### src/rtl/eda_neigh_compare_pkg.sv
// Shared types and elaboration helpers for the neighbourhood comparator.
// Neighbour indexing skips the centre pixel of the row-major window.
package eda_neigh_pkg;

    typedef enum logic [1:0] {
        IDLE    = 2'd0,
        COMPUTE = 2'd1,
        PUSH    = 2'd2
    } state_e;

    function automatic int neigh_to_pos(input int n, input int win);
        int c;
        c = (win * win - 1) / 2;
        return (n < c) ? n : n + 1;
    endfunction

    // Neighbour sits on the centre row or centre column (4-connected set).
    function automatic bit is_cross(input int n, input int win);
        int pos;
        pos = neigh_to_pos(n, win);
        return ((pos / win) == (win / 2)) || ((pos % win) == (win / 2));
    endfunction

    function automatic int tree_cnt(input int n, input int lvl);
        int c;
        c = n;
        for (int i = 0; i < lvl; i++) c = (c + 1) / 2;
        return c;
    endfunction

endpackage

### src/rtl/eda_neigh_compare_if.sv
// Window request, result and index-push signals of the neighbourhood comparator.
interface eda_neigh_compare_if #(
    parameter int PIXEL_WIDTH = 8,
    parameter int WIN         = 3
);
    localparam int NEIGH     = WIN * WIN - 1;
    localparam int IDX_WIDTH = $clog2(NEIGH);

    logic                             flush;
    logic                             conn8;
    logic                             in_valid;
    logic                             in_ready;
    logic [PIXEL_WIDTH*WIN*WIN-1:0]   window_values;
    logic [NEIGH-1:0]                 neigh_valid;
    logic [NEIGH-1:0]                 iterated_idx;
    logic                             res_valid;
    logic                             is_max;
    logic [NEIGH-1:0]                 equal_mask;
    logic                             push_valid;
    logic                             push_ready;
    logic [IDX_WIDTH-1:0]             push_idx;
    logic                             push_last;

    modport master (
        output flush, conn8, in_valid, window_values, neigh_valid, iterated_idx, push_ready,
        input  in_ready, res_valid, is_max, equal_mask, push_valid, push_idx, push_last
    );

    modport slave (
        input  flush, conn8, in_valid, window_values, neigh_valid, iterated_idx, push_ready,
        output in_ready, res_valid, is_max, equal_mask, push_valid, push_idx, push_last
    );

endinterface

### src/rtl/eda_neigh_compare_max_tree.sv
// Registered pairwise max tree, one register level per halving step.
// An odd element at the end of a level is carried forward unchanged.
module eda_max_tree
    import eda_neigh_pkg::*;
#(
    parameter int N           = 8,
    parameter int PIXEL_WIDTH = 8
) (
    input  logic                     clk,
    input  logic                     reset_n,
    input  logic                     valid_i,
    input  logic [N*PIXEL_WIDTH-1:0] data_i,
    output logic                     valid_o,
    output logic [PIXEL_WIDTH-1:0]   max_o
);
    localparam int DEPTH = $clog2(N);
    localparam int PW    = PIXEL_WIDTH;

    for (genvar l = 0; l <= DEPTH; l++) begin : g_lvl
        localparam int CNT = tree_cnt(N, l);
        logic [CNT*PW-1:0] v;
        logic              vld;

        if (l == 0) begin : g_in
            assign v   = data_i;
            assign vld = valid_i;
        end else begin : g_reg
            localparam int PCNT = tree_cnt(N, l - 1);
            logic [CNT*PW-1:0] d;

            for (genvar i = 0; i < CNT; i++) begin : g_node
                if (2 * i + 1 < PCNT) begin : g_pair
                    assign d[i*PW +: PW] =
                        (g_lvl[l-1].v[2*i*PW +: PW] >= g_lvl[l-1].v[(2*i+1)*PW +: PW])
                        ? g_lvl[l-1].v[2*i*PW +: PW] : g_lvl[l-1].v[(2*i+1)*PW +: PW];
                end else begin : g_pass
                    assign d[i*PW +: PW] = g_lvl[l-1].v[2*i*PW +: PW];
                end
            end

            always_ff @(posedge clk or negedge reset_n) begin
                if (!reset_n) begin
                    v   <= '0;
                    vld <= 1'b0;
                end else begin
                    vld <= g_lvl[l-1].vld;
                    if (g_lvl[l-1].vld) v <= d;
                end
            end
        end
    end

    assign max_o   = g_lvl[DEPTH].v;
    assign valid_o = g_lvl[DEPTH].vld;

endmodule

### src/rtl/eda_neigh_compare.sv
// Regional-maximum neighbourhood comparator: max tree, centre compare and
// streaming of not-yet-iterated plateau neighbour indices.
//   state   | meaning
//   IDLE    | ready for a window
//   COMPUTE | tree running, then result strobe
//   PUSH    | emitting plateau indices, lowest first
module eda_neigh_compare
    import eda_neigh_pkg::*;
#(
    parameter int PIXEL_WIDTH = 8,
    parameter int WIN         = 3
) (
    input  logic              clk,
    input  logic              reset_n,
    eda_neigh_compare_if.slave bus
);
    localparam int NEIGH      = WIN * WIN - 1;
    localparam int IDX_WIDTH  = $clog2(NEIGH);
    localparam int TREE_DEPTH = $clog2(NEIGH);
    localparam int C          = (WIN * WIN - 1) / 2;
    localparam int PW         = PIXEL_WIDTH;
    localparam int CNT_W      = $clog2(TREE_DEPTH + 1);
    localparam logic [CNT_W-1:0] CNT_LOAD = CNT_W'(TREE_DEPTH - 1);

    state_e               state_q, state_d;
    logic [CNT_W-1:0]     cnt_q, cnt_d;
    logic                 res_valid_q, res_valid_d;
    logic                 is_max_q, is_max_d;
    logic [NEIGH-1:0]     equal_mask_q, equal_mask_d;
    logic [NEIGH-1:0]     push_mask_q, push_mask_d;
    logic [PW-1:0]        centre_q;
    logic [NEIGH*PW-1:0]  neigh_q;
    logic [NEIGH-1:0]     elig_q;
    logic [NEIGH-1:0]     iter_q;

    logic                 accept;
    logic [NEIGH-1:0]     elig_w;
    logic [NEIGH*PW-1:0]  nval_w;
    logic [NEIGH*PW-1:0]  tree_in_w;
    logic [PW-1:0]        centre_w;
    logic                 tree_vld;
    logic [PW-1:0]        tree_max;
    logic [NEIGH-1:0]     eq_w;
    logic                 is_max_w;
    logic [NEIGH-1:0]     low_bit_w;
    logic                 last_w;
    logic [IDX_WIDTH-1:0] push_idx_w;

    assign accept   = (state_q == IDLE) & bus.in_valid & ~bus.flush;
    assign centre_w = bus.window_values[C*PW +: PW];

    // Ineligible neighbours enter the tree as zero so they can never beat the centre.
    for (genvar n = 0; n < NEIGH; n++) begin : g_neigh
        localparam int POS   = neigh_to_pos(n, WIN);
        localparam bit CROSS = is_cross(n, WIN);
        assign elig_w[n]             = bus.neigh_valid[n] & (bus.conn8 | CROSS);
        assign nval_w[n*PW +: PW]    = bus.window_values[POS*PW +: PW];
        assign tree_in_w[n*PW +: PW] = elig_w[n] ? nval_w[n*PW +: PW] : '0;
        assign eq_w[n]               = elig_q[n] & (neigh_q[n*PW +: PW] == centre_q);
    end

    eda_max_tree #(
        .N           (NEIGH),
        .PIXEL_WIDTH (PIXEL_WIDTH)
    ) u_tree (
        .clk     (clk),
        .reset_n (reset_n),
        .valid_i (accept),
        .data_i  (tree_in_w),
        .valid_o (tree_vld),
        .max_o   (tree_max)
    );

    assign is_max_w  = (centre_q >= tree_max);
    assign low_bit_w = push_mask_q & (~push_mask_q + NEIGH'(1));
    assign last_w    = ((push_mask_q & (push_mask_q - NEIGH'(1))) == '0);

    always_comb begin
        push_idx_w = '0;
        for (int i = NEIGH - 1; i >= 0; i--) begin
            if (push_mask_q[i]) push_idx_w = IDX_WIDTH'(i);
        end
    end

    always_comb begin
        state_d      = state_q;
        cnt_d        = cnt_q;
        res_valid_d  = 1'b0;
        is_max_d     = is_max_q;
        equal_mask_d = equal_mask_q;
        push_mask_d  = push_mask_q;
        case (state_q)
            IDLE: begin
                if (accept) begin
                    cnt_d   = CNT_LOAD;
                    state_d = COMPUTE;
                end
            end
            COMPUTE: begin
                if (res_valid_q) begin
                    state_d = (push_mask_q != '0) ? PUSH : IDLE;
                end else if (cnt_q != '0) begin
                    cnt_d = cnt_q - CNT_W'(1);
                end else if (tree_vld) begin
                    is_max_d     = is_max_w;
                    equal_mask_d = eq_w & {NEIGH{is_max_w}};
                    push_mask_d  = eq_w & {NEIGH{is_max_w}} & ~iter_q;
                    res_valid_d  = 1'b1;
                end
            end
            PUSH: begin
                if (bus.push_ready) begin
                    push_mask_d = push_mask_q & ~low_bit_w;
                    if (last_w) state_d = IDLE;
                end
            end
            default: state_d = IDLE;
        endcase
        if (bus.flush) begin
            state_d     = IDLE;
            res_valid_d = 1'b0;
            push_mask_d = '0;
        end
    end

    always_ff @(posedge clk or negedge reset_n) begin
        if (!reset_n) begin
            state_q      <= IDLE;
            cnt_q        <= '0;
            res_valid_q  <= 1'b0;
            is_max_q     <= 1'b0;
            equal_mask_q <= '0;
            push_mask_q  <= '0;
            centre_q     <= '0;
            neigh_q      <= '0;
            elig_q       <= '0;
            iter_q       <= '0;
        end else begin
            state_q      <= state_d;
            cnt_q        <= cnt_d;
            res_valid_q  <= res_valid_d;
            is_max_q     <= is_max_d;
            equal_mask_q <= equal_mask_d;
            push_mask_q  <= push_mask_d;
            if (accept) begin
                centre_q <= centre_w;
                neigh_q  <= nval_w;
                elig_q   <= elig_w;
                iter_q   <= bus.iterated_idx;
            end
        end
    end

    assign bus.in_ready   = (state_q == IDLE);
    assign bus.res_valid  = res_valid_q;
    assign bus.is_max     = is_max_q;
    assign bus.equal_mask = equal_mask_q;
    assign bus.push_valid = (state_q == PUSH);
    assign bus.push_idx   = push_idx_w;
    assign bus.push_last  = (state_q == PUSH) & last_w;

endmodule

### src/flat_wrapper.sv
// flat-port wrapper written by rule: the top's interface ports become plain ports
module eda_neigh_compare_flat import eda_neigh_pkg::*;
#(
    parameter int PIXEL_WIDTH = 8,
    parameter int WIN         = 3
)
  (clk, reset_n, bus_flush, bus_conn8, bus_in_valid, bus_window_values, bus_neigh_valid, bus_iterated_idx, bus_push_ready, bus_in_ready, bus_res_valid, bus_is_max, bus_equal_mask, bus_push_valid, bus_push_idx, bus_push_last);
  eda_neigh_compare_if #(.PIXEL_WIDTH(PIXEL_WIDTH), .WIN(WIN)) bus_i ();
  input  logic clk;
  input  logic reset_n;
  input wire logic [$bits(bus_i.flush)-1:0] bus_flush;
  input wire logic [$bits(bus_i.conn8)-1:0] bus_conn8;
  input wire logic [$bits(bus_i.in_valid)-1:0] bus_in_valid;
  input wire logic [$bits(bus_i.window_values)-1:0] bus_window_values;
  input wire logic [$bits(bus_i.neigh_valid)-1:0] bus_neigh_valid;
  input wire logic [$bits(bus_i.iterated_idx)-1:0] bus_iterated_idx;
  input wire logic [$bits(bus_i.push_ready)-1:0] bus_push_ready;
  output wire logic [$bits(bus_i.in_ready)-1:0] bus_in_ready;
  output wire logic [$bits(bus_i.res_valid)-1:0] bus_res_valid;
  output wire logic [$bits(bus_i.is_max)-1:0] bus_is_max;
  output wire logic [$bits(bus_i.equal_mask)-1:0] bus_equal_mask;
  output wire logic [$bits(bus_i.push_valid)-1:0] bus_push_valid;
  output wire logic [$bits(bus_i.push_idx)-1:0] bus_push_idx;
  output wire logic [$bits(bus_i.push_last)-1:0] bus_push_last;
  assign bus_i.flush = bus_flush;
  assign bus_i.conn8 = bus_conn8;
  assign bus_i.in_valid = bus_in_valid;
  assign bus_i.window_values = bus_window_values;
  assign bus_i.neigh_valid = bus_neigh_valid;
  assign bus_i.iterated_idx = bus_iterated_idx;
  assign bus_i.push_ready = bus_push_ready;
  assign bus_in_ready = bus_i.in_ready;
  assign bus_res_valid = bus_i.res_valid;
  assign bus_is_max = bus_i.is_max;
  assign bus_equal_mask = bus_i.equal_mask;
  assign bus_push_valid = bus_i.push_valid;
  assign bus_push_idx = bus_i.push_idx;
  assign bus_push_last = bus_i.push_last;
  eda_neigh_compare #(.PIXEL_WIDTH(PIXEL_WIDTH), .WIN(WIN)) u_core (.clk(clk), .reset_n(reset_n), .bus(bus_i));
endmodule
### config.mk
export PLATFORM = sky130hd
export DESIGN_NAME = eda_neigh_compare_flat
export DESIGN_NICKNAME = d
export VERILOG_FILES = /design/src/rtl/eda_neigh_compare_pkg.sv /design/src/rtl/eda_neigh_compare_if.sv /design/src/rtl/eda_neigh_compare_max_tree.sv /design/src/rtl/eda_neigh_compare.sv /design/src/flat_wrapper.sv
export SDC_FILE = /design/constraint.sdc
export NUM_CORES = 1
export LEC_CHECK = 0
export BUFFER_PORTS_ARGS = -buffer_cell sky130_fd_sc_hd__buf_2
export CORE_MARGIN = 2
export CORE_UTILIZATION = 46
export DETAILED_ROUTE_END_ITERATION = 10
export GPL_TIMING_DRIVEN = 0
export HOLD_SLACK_MARGIN = 0.03
export PLACE_DENSITY = 0.65
export SKIP_CTS_REPAIR_TIMING = 1
export SLEW_MARGIN = 0
export SYNTH_ARGS = -nofsm -noshare
export SYNTH_HDL_FRONTEND = slang
export SYNTH_SLANG_ARGS = --single-unit
### constraint.sdc
create_clock -name clk -period 3.5 [get_ports clk]
set_input_delay 0 -clock clk [delete_from_list [all_inputs] [get_ports clk]]
set_output_delay 0 -clock clk [all_outputs]
set_load 0.005 [all_outputs]
==> metrics.yaml, run 1 <==
final_layout:
  final_cell_mix: "nand2_1, dfrtp_1, buf_2, dlygate4sd3_1, ha_1"
  antenna_cells: 0
  final_common_cell: "nand2_1"
  fillers: 1776
  stdcell_count: 1569
  layout-drive-gt1-share_pct: 13.70
  final_nets: 1445
  area_delta_synth_final_pct: 26.43
synthesis:
  ys_types: 57
  syn_area_um2: 9587
  postSynthAreaPerCell_um2: 9.019
  yosys_most_used_dff: "dfrtp_1"
  seq_area_frac_synth_pct: 44.11
  ys_async_sr_fraction_pct: 100.0
  synth_edf_count: 0
  syn_inst: 1063
  ys_ff_latch: 169
  ys_warn_count: 0
  syn_nets: 1222
cts:
  cts_root_buffer: "clkbuf_16"
  clock-sinks: 169
  cts_htree_levels: 4
  clk_latency_ns: 0.43
  path_clk_slew_ns: 0.06
  cts_tree: "done"
  numCtsBuffers: 17
  clockBufferDepth: 2
floorplanning:
  start_util_pct: 47.08
  rows: 52
  fp.coreArea_um2: 20360
  die_w_um: 148.4
  dieArea_um2: 22010
  die_h_um: 148.4
  num_io_pins: 110
worst_setup_path:
  crit_path_top_delay_cell: "clkbuf_1"
  crit_chain: "buf_2 -> clkbuf_1 -> clkbuf_1 -> nand3_1 -> ha_1 -> nand2b_1 -> a211o_1 -> o21ai_1 -> a21oi_2 -> a221o_1 -> dlygate4sd3_1"
  crit_path_end_kind: "flop"
  crit_path_frequent_cell: "clkbuf_1"
  path_class: "in2reg"
  startpoint_type: "input pin"
  worstPathRequired_ns: 3.81
  slowest_delay_ns: 0.56
  path_max_fanout: 10
  crit_arrival_ns: 3.37
power_and_ir_drop:
  swShare_pct: 31.47
  power_density_nw_per_um2: 530.6
  vdd_drop_max_mv: 0.3578
  p_int_uw: 4407
  p_seq_share_pct: 39.6
  fin_total_pwr_uw: 6431
  power_frac_comb_pct: 27.5
  p_leak_uw: 0.006239
  clock_power_share_pct: 32.9
  switching_power_uw: 2024
place:
  gp_congestion: 0.8690
  place_ws_ns: 0.4768
  dp.cells: 1441
  port_buffers: 107
  dp.final_hpwl_mm: 20.27
grt:
  grt_pass1_wl_mm: 43.33
  grt_max_degree: 112
  grt_use_total_pct: 25.71
  grt_overflow: 0
  antenna_found_initial: 0
  grt_pass1_vias: 7833
drt:
  vias: 8453
  drtAntennaViolNets: 0
  drt_iter0_drc: 623
  drt-vias-per-instance: 5.388
  drt_wl_total_mm: 28.18
  route.detailed.drc: 0
  wl_per_cell_um: 17.96
  firstDrtPassIters: 5
worst_hold_path:
  hold_class: "in2reg"
sta:
  finalSetupViolations: 0
  min_period_over_period_pct: 87.63
  finalHoldViolCount: 0
  setup_slack_ns: 0.4329
  slew_headroom_pct: 25.67
  finalMaxSlewViolations: 0
  rsz0062_at_grt: "no"
  holdWs_ns: 0.01389
  fmax_mhz: 326.0
  skew_ns: 0.01181
  min_period_ns: 3.067
  worstMarginPinSlew_ns: 1.115
  setup-tns-final_ns: 0
status:
  status: "complete, no violations"
job:
  drv_cap: 0
-- cells by family (layout without fill, tap and decap cells) --
family,after synthesis,in the layout,synth area share [%]
AND/OR/NAND/NOR,482,482,21.80
buffers and inverters,86,322,3.641
adder cells (fa/ha/maj),66,66,8.588
XOR/XNOR,64,64,5.847
AO/OA/AOI/OAI,172,172,13.51
multiplexers,24,24,2.506
flip-flops,169,169,44.11
-- flip-flops by register name (all words and copies together), names as in the netlist --
| signal | cells |
|---|---|
| u_core.u_tree.g_lvl.vld | 2 |
| u_core.push_mask_q | 8 |
| u_core.bus.is_max | 1 |
| u_core.cnt_q | 2 |
| u_core.centre_q | 8 |
| u_core.iter_q | 8 |
| u_core.u_tree.g_lvl.v | 48 |
| u_core.u_tree.valid_o | 1 |
| u_core.elig_q | 8 |
| u_core.state_q | 2 |
| u_core.bus.equal_mask | 8 |
| u_core.u_tree.max_o | 8 |
| u_core.bus.res_valid | 1 |
| u_core.neigh_q | 64 |
-- layer usage --
metal	GRT usage (%)	wire, um	part of all wire [%]
met5	0	0	0
met4	5.810	321	1.1
met2	40.97	13280	47
met3	4.785	1780	6.3
met1	36.74	12800	45
-- power groups by stage --
stage	Clock [uW]	Sequential [uW]	Combinational [uW]
2_1_floorplan	0	2500	1200
3_3_place_gp	0	2570	1620
3_5_place_dp	0	2570	1660
4_1_cts	2130	2540	1680
5_1_grt	2220	2590	1990
6_report	2120	2540	1770
-- cell usage after synthesis (all sizes together) (18+ instances only) --
master	count	area, um^2
ha	65	813.3
clkbuf	25	93.84
buf	20	101.3
a21oi	55	301.5
dfrtp	169	4229
inv	41	153.9
o21ai	29	145.1
nand2	313	1177
nor2	59	229.0
xor2	53	464.2
nand3	20	100.1
and2	18	112.6
mux2i	24	240.2
-- final timing paths --
kind,startpoint,slack [ns],cells after the start,end
max in group asynchronous,reset_n,2.49,3,u_core.u_tree.g_lvl[1].v[20]
min in group asynchronous,reset_n,0.10,2,u_core.neigh_q[14]
max reg2reg,u_core.centre_q[0],0.70,8,u_core.bus.equal_mask[3]
min,bus_neigh_valid[2],0.01,3,u_core.elig_q[2]
min reg2reg,u_core.u_tree.g_lvl[2].vld,0.43,0,u_core.u_tree.valid_o
max,bus_conn8,0.43,11,u_core.u_tree.g_lvl[1].v[12]
-- critical path, delay by kind of cell --
family | cells | cell delay (ns)
and+or+nand+nor | 2 | 0.30
buffers and inverters | 4 | 1.72
adders and majority gates | 1 | 0.32
AOI/OAI and AO/OA | 4 | 1.03
-- layout make-up --
type                       count  area [um^2]  area share [%]
buffer                        45        195.2           1.610
clock buffer                  23        478.0           3.943
clock inverter                 9        183.9           1.517
inverter                      41        153.9           1.270
multi-input combinational    808         5009           41.32
sequential                   169         4229           34.89
tap                          270        337.8           2.787
timing repair buffer         204         1534           12.66
-- per-stage QoR --
stage	util, %	area, um^2
floorplan	-	9587
global placement	51.36	10460
detailed placement	51.55	10500
CTS	54.80	11160
global route	59.52	12120
finish	59.52	12120
Note: power is estimated with default switching activity, not from simulation.
==> run 2, diff against run 1 <==
--- a/config.mk
+++ b/config.mk
@@ -11,7 +11,7 @@
 export DETAILED_ROUTE_END_ITERATION = 10
 export GPL_TIMING_DRIVEN = 0
 export HOLD_SLACK_MARGIN = 0.03
-export PLACE_DENSITY = 0.65
+export PLACE_DENSITY = 0.68
 export SKIP_CTS_REPAIR_TIMING = 1
 export SLEW_MARGIN = 0
 export SYNTH_ARGS = -nofsm -noshare
==> constraint.sdc (replaced) <==
create_clock -name clk -period 2.6 [get_ports clk]
set_input_delay 0 -clock clk [delete_from_list [all_inputs] [get_ports clk]]
set_output_delay 0 -clock clk [all_outputs]
set_load 0.005 [all_outputs]
==> metrics.yaml, run 2 (synthesis results as in run 1) <==
power_and_ir_drop:
  p_leak_uw: 0.006178
  power_density_nw_per_um2: 702.4
  vdd_drop_max_mv: 0.4534
  fin_total_pwr_uw: 8425
sta:
  min_period_ns: 2.506
  finalMaxSlewViolations: 0
  min_period_over_period_pct: 96.39
  rsz0062_at_grt: "no"
  holdWs_ns: -0.03093
  skew_ns: 0.01259
  slew_headroom_pct: 24.09
  fmax_mhz: 399.0
  finalHoldViolCount: 1
  worstMarginPinSlew_ns: 1.139
  finalSetupViolations: 0
drt:
  vias: 8391
  drt_wl_total_mm: 28.24
  drt_iter0_drc: 518
  drtAntennaViolNets: 0
  wl_per_cell_um: 18.09
  firstDrtPassIters: 9
  route.detailed.drc: 0
  drt-vias-per-instance: 5.375
worst_setup_path:
  worstPathRequired_ns: 2.93
  r2r-start: "u_core.centre_q[4]"
  path_max_fanout: 9
  slowest_delay_ns: 0.85
  path_class: "reg2reg"
  cp_top_family: "buffers and inverters"
  crit_start: "u_core.centre_q[4]"
  path_depth: 5
  r2r_setup_slack_ns: 0.09
  crit_path_top_delay_cell: "clkbuf_1"
  startpoint_type: "flop"
  timing.rr.end: "u_core.push_mask_q[2]"
  crit_path_end_kind: "flop"
  crit_chain: "clkbuf_1 -> xor2_1 -> nor4_1 -> nand4_1 -> o31ai_1"
  ff2ff_path_depth: 5
  worstSetupEndpoint: "u_core.push_mask_q[2]"
  crit_arrival_ns: 2.84
  critPathBufInv: 1
cts:
  numCtsBuffers: 17
  cts_htree_levels: 4
  clock-sinks: 169
  path_clk_slew_ns: 0.07
  clockBufferDepth: 2
  clk_latency_ns: 0.43
  cts_root_buffer: "clkbuf_16"
  cts_tree: "done"
final_layout:
  largest-register: "u_core.neigh_q"
  area_delta_synth_final_pct: 25.11
  layout-drive-gt1-share_pct: 14.02
  fillers: 1787
  multi_input_area_um2: 5011
  reg_top3: "u_core.neigh_q x64, u_core.u_tree.g_lvl.v x48"
  antenna_cells: 0
  largest_register_ffs: 64
  final_common_cell: "nand2_1"
  final_nets: 1437
  seq_area_um2: 4230
  stdcell_count: 1561
  final_cell_mix: "nand2_1, dfrtp_1, buf_2, dlygate4sd3_1, ha_1"
  fin_area_um2: 11990
grt:
  grt_overflow: 0
  grt_pass1_vias: 8035
  grt_use_total_pct: 25.77
  antenna_found_initial: 0
  grt_pass1_wl_mm: 43.27
  grt_max_degree: 124
job:
  drv_cap: 0
place:
  placed_area_um2: 10500
  dp.cells: 1441
  dp.final_hpwl_mm: 20.21
  gp_congestion: 0.8920
  port_buffers: 107
worst_hold_path:
  hold_class: "in2reg"
  worstHoldStart: "bus_push_ready"
floorplanning:
  start_util_pct: 47.08
  fp.coreArea_um2: 20360
  die_h_um: 148.4
  num_io_pins: 110
  rows: 52
  die_w_um: 148.4
  dieArea_um2: 22010
status:
  violations: "negative hold slack"
  status: "finished, violations left"
==> run 2: area by class of cell <==
type / instances / share of cell area, %
Multi-Input combinational cell: 808 / 41.78
Inverter: 41 / 1.283
Clock buffer: 22 / 3.870
Tap cell: 270 / 2.817
Timing Repair Buffer: 197 / 12.21
Sequential cell: 169 / 35.27
Buffer: 44 / 1.607
Clock inverter: 10 / 1.168
==> run 2: worst min path at each step <==
stage	to	slack, ns	depth (start not counted)
2_1_floorplan	u_core.bus.equal_mask[0]	-0.30	0
3_3_place_gp	u_core.iter_q[5]	0.21	3
3_5_place_dp	u_core.bus.equal_mask[3]	-0.07	1
4_1_cts	u_core.bus.equal_mask[3]	-0.53	1
5_1_grt	u_core.state_q[1]	0.03	4
6_report	u_core.state_q[1]	-0.03	4
==> run 2: worst reg2reg max path, cell delays in order (launching register included) <==
cell and delay, ns:
dfrtp_1 0.37, clkbuf_1 0.85, xor2_1 0.16, nor4_1 0.42
nand4_1 0.34, o31ai_1 0.28
==> run 2: metal layers <==
metal / up-vias / global-route usage [%] / wire [um] / part of all wire (%)
met3: 36 / 4.479 / 1530 / 5.4
met2: 259 / 41.32 / 13340 / 47
met1: 4056 / 35.99 / 12880 / 46
li1: 4040 / - / - / -
met4: 0 / 7.810 / 491 / 1.7
met5: - / 0 / 0 / 0
==> run 2: per-stage QoR <==
step | setup slack (ns) | TNS, ns | utilization [%]
finish | 0.09397 | 0 | 58.90
CTS | -0.2567 | -2.671 | 54.52
global route | 0.001588 | 0 | 58.90
detailed placement | -0.4183 | -10.61 | 51.55
global placement | -1.146 | -200.88 | 51.36
floorplan | 0.5005 | 0 | -
==> run 2: power by group <==
| part | internal (uW) | switching [uW] |
|---|---|---|
| sequential | 3090 | 353 |
| combinational | 1030 | 1320 |
| clock | 1570 | 1060 |
| total | 5690 | 2730 |
==> run 3, diff against run 2 <==
--- a/config.mk
+++ b/config.mk
@@ -5,7 +5,7 @@
 export SDC_FILE = /design/constraint.sdc
 export NUM_CORES = 1
 export LEC_CHECK = 0
-export BUFFER_PORTS_ARGS = -buffer_cell sky130_fd_sc_hd__buf_2
+export BUFFER_PORTS_ARGS = -buffer_cell sky130_fd_sc_hd__buf_4
 export CORE_MARGIN = 2
 export CORE_UTILIZATION = 46
 export DETAILED_ROUTE_END_ITERATION = 10
==> metrics.yaml, run 3 (synthesis results as in run 1) <==
drt:
  drt_iter0_drc: 643
  vias: 8535
  firstDrtPassIters: 8
  drt-vias-per-instance: 5.464
  drt_wl_total_mm: 28.47
  drtAntennaViolNets: 0
  route.detailed.drc: 0
  wl_per_cell_um: 18.23
sta:
  worstMarginPinSlew_ns: 1.134
  finalSetupViolations: 0
  finalHoldViolCount: 0
  fmax_mhz: 398.0
  min_period_over_period_pct: 96.64
  finalMaxSlewViolations: 0
  slew_headroom_pct: 24.39
  rsz0062_at_grt: "no"
  min_period_ns: 2.513
  skew_ns: 0.009452
worst_setup_path:
  crit_path_end_kind: "flop"
  startpoint_type: "flop"
  crit_arrival_ns: 2.83
  path_class: "reg2reg"
  path_max_fanout: 9
  worstPathRequired_ns: 2.92
cts:
  cts_tree: "done"
  clockBufferDepth: 2
  numCtsBuffers: 17
  path_clk_slew_ns: 0.06
  clock-sinks: 169
  cts_root_buffer: "clkbuf_16"
  cts_htree_levels: 4
  clk_latency_ns: 0.42
final_layout:
  fin_area_um2: 12240
  largest_register_ffs: 64
  fillers: 1803
  area_delta_synth_final_pct: 27.66
  final_common_cell: "nand2_1"
  final_nets: 1439
  stdcell_count: 1562
  largest-register: "u_core.neigh_q"
  antenna_cells: 0
  layout-drive-gt1-share_pct: 14.09
  reg_top3: "u_core.neigh_q x64, u_core.u_tree.g_lvl.v x48"
  final_cell_mix: "nand2_1, dfrtp_1, buf_4, dlygate4sd3_1, ha_1"
floorplanning:
  rows: 52
  die_h_um: 148.4
  start_util_pct: 47.08
  num_io_pins: 110
  fp.coreArea_um2: 20360
  die_w_um: 148.4
  dieArea_um2: 22010
status:
  status: "complete, no violations"
power_and_ir_drop:
  vdd_drop_max_mv: 0.4559
  p_leak_uw: 0.006239
  power_density_nw_per_um2: 677.1
grt:
  grt_overflow: 0
  grt_max_degree: 88
  grt_pass1_vias: 7803
  antenna_found_initial: 0
  grt_use_total_pct: 25.67
  grt_pass1_wl_mm: 42.97
place:
  placed_area_um2: 10760
  dp.cells: 1441
  port_buffers: 107
  dp.final_hpwl_mm: 20.10
  gp_congestion: 0.8779
job:
  drv_cap: 0
worst_hold_path:
  hold_class: "in2reg"
-- run 3: cell count changes in the layout (fill, tap and decap cells not counted) --
| cell | previous run | this run |
|---|---|---|
| buf_2 | 121 | 15 |
| clkbuf_2 | 1 | 2 |
| buf_1 | 5 | 4 |
| nand2b_2 | 1 | 0 |
| buf_4 | 0 | 106 |
| clkbuf_8 | 2 | 3 |
| dlygate4sd3_1 | 89 | 91 |
| clkinvlp_4 | 0 | 3 |
| clkbuf_1 | 25 | 23 |
| nand2b_1 | 6 | 7 |
| clkinv_4 | 2 | 1 |
| bufinv_16 | 3 | 1 |
-- run 3: cell type report --
type	instances	area [um^2]	share of cell area [%]
plain buffers	44	193.9	1.585
clock buffers	21	470.5	3.844
clock inverters	10	93.84	0.7668
inverters	41	153.9	1.258
multi-input cells	808	5009	40.93
flip-flops and latches	169	4230	34.57
well taps	270	337.8	2.760
repair buffers	199	1749	14.29
-- run 3: layer usage --
| layer | global-route usage (%) | vias to the layer above | wire length [um] |
|---|---|---|---|
| li1 | - | 4042 | - |
| met1 | 36.82 | 4125 | 12810 |
| met2 | 41.34 | 328 | 13370 |
| met3 | 4.294 | 40 | 1847 |
| met4 | 5.286 | 0 | 436 |
| met5 | 0 | - | 0 |
-- run 3: power breakdown --
group          leakage, uW  internal (uW)  switching (uW)
Sequential         0.00213           3090             351
Combinational      0.00384           1080            1330
Clock             0.000272           1390            1050
-- run 3: path summary, 6_finish.rpt --
check                                            from                     endpoint  slack, ns  cells after the start
setup / recovery                   u_core.centre_q[7]        u_core.push_mask_q[2]       0.09                      5
hold / removal                         bus_push_ready        u_core.push_mask_q[1]       0.08                      4
setup reg to reg                   u_core.centre_q[7]        u_core.push_mask_q[2]       0.09                      5
hold reg to reg            u_core.u_tree.g_lvl[2].vld        u_core.u_tree.valid_o       0.41                      0
max in group asynchronous                     reset_n  u_core.u_tree.g_lvl[2].v[9]       1.61                      3
min in group asynchronous                     reset_n            u_core.neigh_q[7]       0.14                      2
-- run 3: critical path, cell delays in order, from the launching register on --
cell and delay (ns):
dfrtp_1 0.36, buf_1 0.84, xor2_1 0.14, nor4_1 0.41, nand4_1 0.35, o31ai_1 0.32
-- run 3: per-stage QoR --
stage                     setup TNS (ns)  power, uW  util [%]  hold slack (ns)  worst slack, ns
after floorplan                        0       4991         -          -0.2956           0.5005
after global placement            -7.565       5678     52.68           0.2051          -0.3251
after detailed placement          -9.640       5751     52.85          0.03986          -0.3510
after CTS                         -3.137       8178     55.62          -0.4083          -0.2852
after global routing                   0       8775     60.09          0.07606          0.03355
final                                  0       8287     60.09          0.07597          0.08738
